==> config.mk <==
export PLATFORM = sky130hd
export DESIGN_NAME = sisc_mc_core
export DESIGN_NICKNAME = d
export VERILOG_FILES = /design/src/rtl/sisc_pkg.sv /design/src/rtl/sisc_rf.sv /design/src/rtl/sisc_mc_core.sv
export SDC_FILE = /design/constraint.sdc
export NUM_CORES = 2
export LEC_CHECK = 0
export CORE_ASPECT_RATIO = 0.8
export CORE_UTILIZATION = 52
export DETAILED_ROUTE_END_ITERATION = 10
export PLACE_DENSITY = 0.76
export SKIP_LAST_GASP = 1
export SYNTH_ARGS = -nofsm -noshare
export SYNTH_HDL_FRONTEND = slang
export SYNTH_SLANG_ARGS = --single-unit
==> constraint.sdc <==
create_clock -name clk -period 6.4 [get_ports clk]
set_input_delay 1.92 -clock clk [delete_from_list [all_inputs] [get_ports clk]]
set_output_delay 1.92 -clock clk [all_outputs]
set_load 0.005 [all_outputs]
==> src/rtl/sisc_pkg.sv <==
// Shared definitions for the multi-cycle SISC core: opcodes, ALU selectors, FSM states, flag positions.
package sisc_pkg;

  localparam logic [3:0] OP_NOP  = 4'd0;
  localparam logic [3:0] OP_ALU  = 4'd1;
  localparam logic [3:0] OP_ALUI = 4'd2;
  localparam logic [3:0] OP_BRA  = 4'd4;
  localparam logic [3:0] OP_BRR  = 4'd5;
  localparam logic [3:0] OP_LOD  = 4'd8;
  localparam logic [3:0] OP_STR  = 4'd9;
  localparam logic [3:0] OP_HLT  = 4'd15;

  localparam logic [3:0] ALU_ADD = 4'd0;
  localparam logic [3:0] ALU_SUB = 4'd1;
  localparam logic [3:0] ALU_AND = 4'd2;
  localparam logic [3:0] ALU_OR  = 4'd3;
  localparam logic [3:0] ALU_XOR = 4'd4;
  localparam logic [3:0] ALU_SHL = 4'd5;
  localparam logic [3:0] ALU_SHR = 4'd6;
  localparam logic [3:0] ALU_NOT = 4'd7;

  typedef enum logic [2:0] {
    ST_FETCH  = 3'd0,
    ST_DECODE = 3'd1,
    ST_EXEC   = 3'd2,
    ST_MEM    = 3'd3,
    ST_WB     = 3'd4,
    ST_HALT   = 3'd5
  } state_t;

  localparam int FLAG_C = 3;
  localparam int FLAG_V = 2;
  localparam int FLAG_N = 1;
  localparam int FLAG_Z = 0;

endpackage

==> src/rtl/sisc_rf.sv <==
// Register file: two asynchronous read ports, one synchronous write port, R0 and indices >= NREG read as zero.
module sisc_rf
  import sisc_pkg::*;
#(
  parameter int DATA_W = 32,
  parameter int NREG   = 16
) (
  input  logic              clk,
  input  logic              rst_f,
  input  logic [3:0]        raddr_a,
  input  logic [3:0]        raddr_b,
  output logic [DATA_W-1:0] rdata_a,
  output logic [DATA_W-1:0] rdata_b,
  input  logic              we,
  input  logic [3:0]        waddr,
  input  logic [DATA_W-1:0] wdata
);

  logic [DATA_W-1:0] regs_r [16];

  function automatic logic idx_live(input logic [3:0] idx);
    return (idx != 4'd0) && ({1'b0, idx} < 5'(NREG));
  endfunction

  assign rdata_a = idx_live(raddr_a) ? regs_r[raddr_a] : '0;
  assign rdata_b = idx_live(raddr_b) ? regs_r[raddr_b] : '0;

  // Register storage with synchronous clear; writes to dead indices are dropped
  always_ff @(posedge clk) begin
    if (rst_f) begin
      for (int i = 0; i < 16; i++) regs_r[i] <= '0;
    end else if (we && idx_live(waddr)) begin
      regs_r[waddr] <= wdata;
    end
  end

endmodule

==> src/rtl/sisc_mc_core.sv <==
// Multi-cycle SISC core: FETCH/DECODE/EXEC/MEM/WB/HALT sequencer with inline ALU, PC, IR and status
// register; instruction and data memories are reached through req/ready handshakes with wait states.
module sisc_mc_core
  import sisc_pkg::*;
#(
  parameter int          DATA_W   = 32,
  parameter int          ADDR_W   = 16,
  parameter int          NREG     = 16,
  parameter logic [ADDR_W-1:0] RESET_PC = '0
) (
  input  logic              clk,
  input  logic              rst_f,
  output logic              imem_req,
  output logic [ADDR_W-1:0] imem_addr,
  input  logic [31:0]       imem_rdata,
  input  logic              imem_ready,
  output logic              dmem_req,
  output logic              dmem_we,
  output logic [ADDR_W-1:0] dmem_addr,
  output logic [DATA_W-1:0] dmem_wdata,
  input  logic [DATA_W-1:0] dmem_rdata,
  input  logic              dmem_ready,
  output logic [3:0]        stat_out,
  output logic              halted
);

  localparam int SH_W = $clog2(DATA_W);

  state_t            state_r, state_s;
  logic [ADDR_W-1:0] pc_r, pc_s;
  logic [31:0]       ir_r, ir_s;
  logic [DATA_W-1:0] a_r, a_s, b_r, b_s, res_r, res_s;
  logic [3:0]        stat_r, stat_s;
  logic              imem_req_r, imem_req_s;
  logic              dmem_req_r, dmem_req_s, dmem_we_r, dmem_we_s;
  logic [ADDR_W-1:0] dmem_addr_r, dmem_addr_s;
  logic [DATA_W-1:0] dmem_wdata_r, dmem_wdata_s;
  logic              halted_r, halted_s;

  logic [3:0]        op_s, mm_s, rd_s, rs_s, rt_s;
  logic [DATA_W-1:0] imm_sext_s, rf_a_s, rf_b_s;
  logic [DATA_W-1:0] alu_b_s, alu_res_s;
  logic [DATA_W:0]   add_s, sub_s;
  logic [3:0]        alu_flags_s;
  logic              br_take_s, rf_we_s;

  assign op_s       = ir_r[31:28];
  assign mm_s       = ir_r[27:24];
  assign rd_s       = ir_r[23:20];
  assign rs_s       = ir_r[19:16];
  assign rt_s       = ir_r[15:12];
  assign imm_sext_s = DATA_W'($signed(ir_r[15:0]));
  assign br_take_s  = ((stat_r & mm_s) != 4'b0000) || (mm_s == 4'b0000);
  assign rf_we_s    = (state_r == ST_WB);

  sisc_rf #(.DATA_W(DATA_W), .NREG(NREG)) u_rf (
    .clk     (clk),
    .rst_f   (rst_f),
    .raddr_a (rs_s),
    .raddr_b ((op_s == OP_STR) ? rd_s : rt_s),
    .rdata_a (rf_a_s),
    .rdata_b (rf_b_s),
    .we      (rf_we_s),
    .waddr   (rd_s),
    .wdata   (res_r)
  );

  assign alu_b_s = (op_s == OP_ALUI) ? imm_sext_s : b_r;
  assign add_s   = {1'b0, a_r} + {1'b0, alu_b_s};
  assign sub_s   = {1'b0, a_r} - {1'b0, alu_b_s};

  // ALU result and flags; carry/overflow only meaningful for ADD and SUB
  always_comb begin
    alu_res_s   = alu_b_s;
    alu_flags_s = 4'b0000;
    case (mm_s)
      ALU_ADD: begin
        alu_res_s           = add_s[DATA_W-1:0];
        alu_flags_s[FLAG_C] = add_s[DATA_W];
        alu_flags_s[FLAG_V] = (a_r[DATA_W-1] == alu_b_s[DATA_W-1]) && (add_s[DATA_W-1] != a_r[DATA_W-1]);
      end
      ALU_SUB: begin
        alu_res_s           = sub_s[DATA_W-1:0];
        alu_flags_s[FLAG_C] = sub_s[DATA_W];
        alu_flags_s[FLAG_V] = (a_r[DATA_W-1] != alu_b_s[DATA_W-1]) && (sub_s[DATA_W-1] != a_r[DATA_W-1]);
      end
      ALU_AND: alu_res_s = a_r & alu_b_s;
      ALU_OR:  alu_res_s = a_r | alu_b_s;
      ALU_XOR: alu_res_s = a_r ^ alu_b_s;
      ALU_SHL: alu_res_s = a_r << alu_b_s[SH_W-1:0];
      ALU_SHR: alu_res_s = a_r >> alu_b_s[SH_W-1:0];
      ALU_NOT: alu_res_s = ~a_r;
      default: alu_res_s = alu_b_s;
    endcase
    alu_flags_s[FLAG_Z] = (alu_res_s == '0);
    alu_flags_s[FLAG_N] = alu_res_s[DATA_W-1];
  end

  // Next-state and next-register logic; every request is raised on the edge entering its state
  always_comb begin
    state_s      = state_r;
    pc_s         = pc_r;
    ir_s         = ir_r;
    a_s          = a_r;
    b_s          = b_r;
    res_s        = res_r;
    stat_s       = stat_r;
    imem_req_s   = imem_req_r;
    dmem_req_s   = dmem_req_r;
    dmem_we_s    = dmem_we_r;
    dmem_addr_s  = dmem_addr_r;
    dmem_wdata_s = dmem_wdata_r;
    halted_s     = halted_r;
    case (state_r)
      ST_FETCH: begin
        if (imem_req_r && imem_ready) begin
          ir_s       = imem_rdata;
          pc_s       = pc_r + ADDR_W'(1);
          imem_req_s = 1'b0;
          state_s    = ST_DECODE;
        end else begin
          imem_req_s = 1'b1;
        end
      end
      ST_DECODE: begin
        a_s     = rf_a_s;
        b_s     = rf_b_s;
        state_s = ST_EXEC;
      end
      ST_EXEC: begin
        state_s    = ST_FETCH;
        imem_req_s = 1'b1;
        case (op_s)
          OP_ALU, OP_ALUI: begin
            res_s      = alu_res_s;
            stat_s     = alu_flags_s;
            imem_req_s = 1'b0;
            state_s    = ST_WB;
          end
          OP_BRA: begin
            if (br_take_s) pc_s = ADDR_W'(ir_r[15:0]);
            else           pc_s = pc_r;
          end
          OP_BRR: begin
            if (br_take_s) pc_s = pc_r + ADDR_W'(imm_sext_s);
            else           pc_s = pc_r;
          end
          OP_LOD, OP_STR: begin
            dmem_addr_s  = ADDR_W'(a_r + imm_sext_s);
            dmem_we_s    = (op_s == OP_STR);
            dmem_wdata_s = b_r;
            dmem_req_s   = 1'b1;
            imem_req_s   = 1'b0;
            state_s      = ST_MEM;
          end
          OP_HLT: begin
            halted_s   = 1'b1;
            imem_req_s = 1'b0;
            state_s    = ST_HALT;
          end
          OP_NOP:  state_s = ST_FETCH;
          default: state_s = ST_FETCH;
        endcase
      end
      ST_MEM: begin
        if (dmem_req_r && dmem_ready) begin
          dmem_req_s = 1'b0;
          dmem_we_s  = 1'b0;
          if (op_s == OP_LOD) begin
            res_s   = dmem_rdata;
            state_s = ST_WB;
          end else begin
            imem_req_s = 1'b1;
            state_s    = ST_FETCH;
          end
        end else begin
          dmem_req_s = 1'b1;
        end
      end
      ST_WB: begin
        imem_req_s = 1'b1;
        state_s    = ST_FETCH;
      end
      ST_HALT: begin
        halted_s = 1'b1;
        state_s  = ST_HALT;
      end
      default: begin
        imem_req_s = 1'b1;
        state_s    = ST_FETCH;
      end
    endcase
  end

  // Architectural and handshake registers; reset abandons any pending transaction
  always_ff @(posedge clk) begin
    if (rst_f) begin
      state_r      <= ST_FETCH;
      pc_r         <= RESET_PC;
      ir_r         <= 32'h0000_0000;
      a_r          <= '0;
      b_r          <= '0;
      res_r        <= '0;
      stat_r       <= 4'b0000;
      imem_req_r   <= 1'b0;
      dmem_req_r   <= 1'b0;
      dmem_we_r    <= 1'b0;
      dmem_addr_r  <= '0;
      dmem_wdata_r <= '0;
      halted_r     <= 1'b0;
    end else begin
      state_r      <= state_s;
      pc_r         <= pc_s;
      ir_r         <= ir_s;
      a_r          <= a_s;
      b_r          <= b_s;
      res_r        <= res_s;
      stat_r       <= stat_s;
      imem_req_r   <= imem_req_s;
      dmem_req_r   <= dmem_req_s;
      dmem_we_r    <= dmem_we_s;
      dmem_addr_r  <= dmem_addr_s;
      dmem_wdata_r <= dmem_wdata_s;
      halted_r     <= halted_s;
    end
  end

  assign imem_req   = imem_req_r;
  assign imem_addr  = pc_r;
  assign dmem_req   = dmem_req_r;
  assign dmem_we    = dmem_we_r;
  assign dmem_addr  = dmem_addr_r;
  assign dmem_wdata = dmem_wdata_r;
  assign stat_out   = stat_r;
  assign halted     = halted_r;

endmodule

# == After elaboration in Yosys (flattened, before gate mapping) ==
# Memory sizes are Yosys's and may differ from the RTL's. A register that Yosys moved wholly into a read port is not among the register bits.
# Index checks and enable logic that the tools add are counted.
# op_classes
addsub,5
eq_ne,33
n_shift,2
n_mux,43
bitwise_logic,6
reduce_logical,31
# op_table
operator,n
one-hot mux 32 bit (8 select lines),1
two-way mux 32 bit,7
one-hot mux 16 bit (2 select lines),2
one-hot mux 32 bit (2 select lines),1
two-way mux 16 bit,3
adder 32 x 32 -> 33 bit,1
subtractor 32 x 32 -> 33 bit,1
adder 16 bit,2
AND 32 bit,1
zero test 32 bit,1
inverter 32 bit,1
OR 32 bit,1
OR reduction 32 bit,1
left shift 32 x 5 -> 32 bit,1
right shift 32 x 5 -> 32 bit,1
XOR 32 bit,1
== test 4 x 3 -> 1 bit (second input constant),6
adder 16 x 1 -> 16 bit (second input constant),1
two-way mux 4 bit,4
nonzero test 4 bit,4
two-way mux 1 bit,15
one-hot mux 3 bit (5 select lines),1
== test 4 x 2 -> 1 bit (second input constant),3
== test 4 bit (second input constant),3
other kinds (28),57
# word_totals
register_bits,203
ram_bits,512
in_bits,68
out_inout_bits,72
elab_cells,134
memories,1
# mem_list
name,words,word_bits,read_ports,rd_clocked_by_memory_dff,wr,line,rtl
u_rf.regs_r,16,32,2,1,16,sisc_rf.sv:19,logic [DATA_W-1:0] regs_r [16];

# == Depth between registers and ports, before layout ==
# depth
depth_word,7
ltp_mapped,24

# == Modules after synthesis ==
# Synthesis repeated with hierarchy kept, for this count alone.
# unflattened
hier_cells,4477
hier_area_um2,44565.2
# by_module_without_submodules
module,instances,cells_each,area_per_inst_um2,seq_area_each_um2
sisc_rf,1,1778,25568.3,14443.9
sisc_mc_core,1,2699,18997.0,4063.9

# == Worst setup path after synthesis ==
# Ideal clock, no wire load.
# synth_timing
path_kind,reg2reg
from,register ir_r[29]
to,register stat_r[0] (netlist: stat_out[0])
setup_ns,0.084
arrival_time_ns,5.335
t_required_ns,6.316
setup_slack_ns,0.981
path_stages_with_launch,25
cell_sequence,dfxtp_1 -> buf_2 -> nor4b_4 -> buf_6 -> buf_2 -> and2_1 -> clkbuf_1 -> clkbuf_1 -> a21o_1 -> inv_1 -> ha_1 -> clkbuf_1 -> or3_1 -> a211o_1 -> a211oi_1 -> nor4_1 -> nor3_2 -> nor2b_1 -> or4_1 -> a2111oi_0 -> o211ai_1 -> a2111oi_2 -> and4bb_1 -> o2111ai_1 -> o31ai_2
# synth_between
elab_chain_len,5
elab_cells_between_ends,14
cone_classes,2 x add/sub; 2 x eq/ne; 2 x shift; 2 x mux; 3 x bitwise; 3 x reduce/logical
# synth_lines
element,line,rtl
start: declaration,sisc_mc_core.sv:31,"logic [31:0] ir_r, ir_s;"
start signal: assignment,sisc_mc_core.sv:214,ir_r <= ir_s;
== test 4 x 2 -> 1 bit,"sisc_mc_core.sv:68, sisc_mc_core.sv:133",
two-way mux 32 bit,sisc_mc_core.sv:68,assign alu_b_s = (op_s == OP_ALUI) ? imm_sext_s : b_r;
subtractor 32 x 32 -> 33 bit (tied with other cells),sisc_mc_core.sv:70,"assign sub_s = {1'b0, a_r} - {1'b0, alu_b_s};"
one-hot mux 32 bit (8 select lines),sisc_mc_core.sv:76,case (mm_s)
zero test 32 bit,sisc_mc_core.sv:95,alu_flags_s[FLAG_Z] = (alu_res_s == '0);
end signal: assignment,sisc_mc_core.sv:218,stat_r <= stat_s;
end: declaration,sisc_mc_core.sv:33,"logic [3:0] stat_r, stat_s;"
# Parallel ways exist; a longest one is shown, timed or not.
# A chain may end at the register's enable or synchronous reset.

# == Worst setup path after layout ==
# layout_timing
from,register ir_r[28]
to,register stat_r[0] (netlist: stat_out[0])
# Same word-level chain as after synthesis.

==> load_flow_metrics.sql <==
INSERT INTO impl_metrics (metric_group, metric, value, unit) VALUES
('outcome', 'outcome', 'complete, no violations', ''),
('synthesis', 'synthDominantAreaCellType', 'sky130_fd_sc_hd__edfxtp_1', ''),
('clock_network', 'clock_tree.buffer_depth', '3', ''),
('job', 'max_cap_violations', '0', ''),
('setup_path', 'worst_setup_path_end_kind', 'flip-flop', ''),
('placement', 'cell_total_after_placement', '5661', ''),
('timing', 'setup_violations', '0', ''),
('synthesis', 'ys_types', '96', ''),
('power', 'power.leakage', '18.6', 'nW'),
('finish', 'footprint_of_the_flip_flops_and_latches', '19500', 'um^2'),
('finish', 'area_growth_syn_to_layout', '12.0', '%'),
('synthesis', 'synth_flop_cell', 'sky130_fd_sc_hd__edfxtp_1', ''),
('power', 'vdd_ir_drop_max', '0.267', 'mV'),
('synthesis', 'synth-edff-count', '512', ''),
('setup_path', 'r2r-end', 'stat_out[0]', ''),
('finish', 'layout.cells.non_filler', '5802', ''),
('finish', 'num-nets-final', '4821', ''),
('die', 'initial_core_util', '0.529', ''),
('setup_path', 'timing.critical_path.arrival', '6.67', 'ns'),
('global_route', 'grt_pass1_wl', '254', 'mm'),
('synthesis', 'post_synth_instance_area', '45700', 'um^2'),
('die', 'num_io_pins', '140', ''),
('routing', 'detail_route.wirelength', '178', 'mm'),
('timing', 'worst_margin_pin_slew', '1.34', 'ns'),
('clock_network', 'cts_tree', 'done', ''),
('finish', 'utilization', '0.592', ''),
('setup_path', 'setup.worst_path.start_class', 'flip-flop', ''),
('clock_network', 'cts_made_buffers', '76', ''),
('power', 'pwr-share-seq', '0.437', ''),
('setup_path', 'reg2reg_from', 'ir_r[28]', ''),
('power', 'switchingPower', '3.60', 'mW'),
('timing', 'rsz0062_at_grt', 'no', ''),
('setup_path', 'worstSetupPathType', 'flip-flop to flip-flop', ''),
('clock_network', 'insertion_delay', '0.66', 'ns'),
('timing', 'worst_slew_margin_rel', '0.106', ''),
('clock_network', 'cts_max_level', '3', ''),
('die', 'num_rows', '96', ''),
('synthesis', 'synth.top_cell.area_share', '0.336', ''),
('synthesis', 'synth-seq-area-share', '0.427', ''),
('routing', 'drc', '0', ''),
('synthesis', 'synth_most_common_cell', 'sky130_fd_sc_hd__nand2_1', ''),
('timing', 'final.min_clock_period', '6.10', 'ns'),
('power', 'report.power.total', '12.1', 'mW'),
('routing', 'drtIter0Drc', '6690', ''),
('placement', 'detailed_place_hpwl', '119', 'mm'),
('finish', 'multi_input_comb_area', '24600', 'um^2'),
('synthesis', 'synth_commonest_cells', 'sky130_fd_sc_hd__nand2_1 (531), sky130_fd_sc_hd__edfxtp_1 (512), sky130_fd_sc_hd__and2_1 (493), sky130_fd_sc_hd__a21oi_1 (384), sky130_fd_sc_hd__clkbuf_1 (305)', ''),
('timing', 'layout_setup_ws', '0.297', 'ns'),
('synthesis', 'yosysWarningCount', '0', ''),
('placement', 'gp_congestion', '1.06', ''),
('worst_hold_path', 'min_path_type', 'flip-flop to flip-flop', ''),
('die', 'die_x', '334', 'um'),
('setup_path', 'worst_setup_path_startpoint', 'ir_r[28]', ''),
('power', 'netSwitchingFraction', '0.296', ''),
('global_route', 'number_of_antenna_violations_at_the_first_check_in_global_routing', '9', ''),
('timing', 'layout_worst_path_cycle_share', '0.954', ''),
('setup_path', 'worst-path-max-fanout', '11', ''),
('synthesis', 'syn_avg_cell_area', '9.99', 'um^2'),
('timing', 'finalHoldViolations', '0', ''),
('die', 'die_area', '89200', 'um^2'),
('routing', 'avgViaCountPerCell', '6.87', ''),
('timing', 'achievable-frequency', '164', 'MHz'),
('timing', 'timing_max_transition_violations_final', '0', ''),
('finish', 'drive_gt1_frac', '0.128', ''),
('setup_path', 'worst-r2r-setup-slack', '0.30', 'ns'),
('placement', 'io_buffers', '139', ''),
('synthesis', 'yosys_register_bits', '719', ''),
('clock_network', 'cts_root_buffer', 'sky130_fd_sc_hd__clkbuf_16', ''),
('global_route', 'first_global_vias', '37200', ''),
('power', 'cellPowerDensity', '237', 'nW/um^2'),
('routing', 'route.detailed.wl_per_inst', '30.6', 'um');
-- placed cells by master, fill, tap and decap left out, drive strengths merged, types with 131 or more instances in the layout --
master | synthesis | layout
o21ai | 174 | 174
edfxtp | 512 | 512
clkdlybuf4s50 | 0 | 138
a21oi | 386 | 386
and2 | 495 | 495
mux2i | 166 | 166
nor2 | 309 | 309
a211oi | 131 | 131
buf | 74 | 166
mux4 | 210 | 210
nand2 | 531 | 531
ha | 138 | 138
dfxtp | 207 | 207
-- cell families (layout without fill, tap and decap cells) --
logic type,Yosys count,count (layout),share of synthesized area
other,1,34,0.0000820
XOR/XNOR,42,42,0.00804
buffers and inverters,489,552,0.0420
adder cells (fa/ha/maj),141,141,0.0391
flip-flops,719,719,0.427
AND/OR/NAND/NOR,1699,1699,0.185
multiplexers,391,391,0.144
AO/OA/AOI/OAI,1097,1097,0.155
-- worst min-delay path by stage --
stage	from	to	cells after the start
global placement	dmem_addr[12]	dmem_addr[12]	2
floorplan	halted	halted	2
finish	dmem_wdata[13]	dmem_wdata[13]	2
global route	dmem_wdata[22]	dmem_wdata[22]	2
CTS	dmem_addr[12]	dmem_addr[12]	2
detailed placement	dmem_addr[12]	dmem_addr[12]	2
-- power groups by stage --
stage               Combinational, mW  Clock [mW]  Sequential [mW]
detailed placement               2.15           0             5.40
global route                     2.34        4.78             5.32
CTS                              2.16        4.62             5.30
global placement                 2.15           0             5.39
finish                           2.26        4.59             5.31
floorplan                        1.42           0             5.29
-- critical path, cell delays in order, from the launching register on --
cell                        delay [ns]
sky130_fd_sc_hd__dfxtp_1          0.44
sky130_fd_sc_hd__nor4b_4          0.36
sky130_fd_sc_hd__buf_4            0.21
sky130_fd_sc_hd__and2_1           0.55
sky130_fd_sc_hd__a21oi_1          0.25
sky130_fd_sc_hd__ha_1             0.38
sky130_fd_sc_hd__or4_1            0.57
sky130_fd_sc_hd__or3_1            0.44
sky130_fd_sc_hd__a21oi_1          0.17
sky130_fd_sc_hd__nor4_1           0.08
sky130_fd_sc_hd__buf_4            0.17
sky130_fd_sc_hd__nor3_2           0.13
sky130_fd_sc_hd__nor2b_1          0.07
sky130_fd_sc_hd__or4_1            0.49
sky130_fd_sc_hd__a2111oi_0        0.39
sky130_fd_sc_hd__o211ai_1         0.33
sky130_fd_sc_hd__a2111oi_2        0.41
sky130_fd_sc_hd__and4bb_1         0.26
sky130_fd_sc_hd__o2111ai_1        0.14
sky130_fd_sc_hd__o31ai_2          0.18
-- layout make-up --
class / count / share of cell area
multi-input cells: 3402 / 0.481
flip-flops and latches: 719 / 0.381
repair buffers: 304 / 0.0522
clock buffers: 98 / 0.0412
well taps: 1127 / 0.0275
clock inverters: 41 / 0.00872
inverters: 109 / 0.00799
diodes: 2 / 0.0000977
-- sequential cells by signal, summed over array words and instances, names as in the netlist, 3 cells and up, named ones only --
signal / flops
b_r: 32
dmem_wdata: 32
a_r: 32
stat_out: 4
u_rf.regs_r: 512
ir_r: 32
dmem_addr: 16
imem_addr: 16
res_r: 32
state_r: 3
-- what timing repair did --
item / in CTS / in global routing
resized for setup: 0 / 1
setup buffers: 0 / 0
hold buffers: 0 / 0
setup endpoints to repair: 0 / 1
-- routing by layer --
layer,vias up,part of all wire,track usage
met5,-,0.00042,0
met4,6,0.047,0.161
li1,16900,-,-
met1,19200,0.39,0.558
met2,3240,0.41,0.555
met3,505,0.15,0.117
-- stage by stage --
step,cell area (um^2),hold slack [ns]
final,51200,0.450
after global routing,51200,0.468
after CTS,51200,0.454
after detailed placement,48700,0.446
after global placement,48700,0.441
after floorplan,45900,0.442
Note: power is estimated with default switching activity, not from simulation.
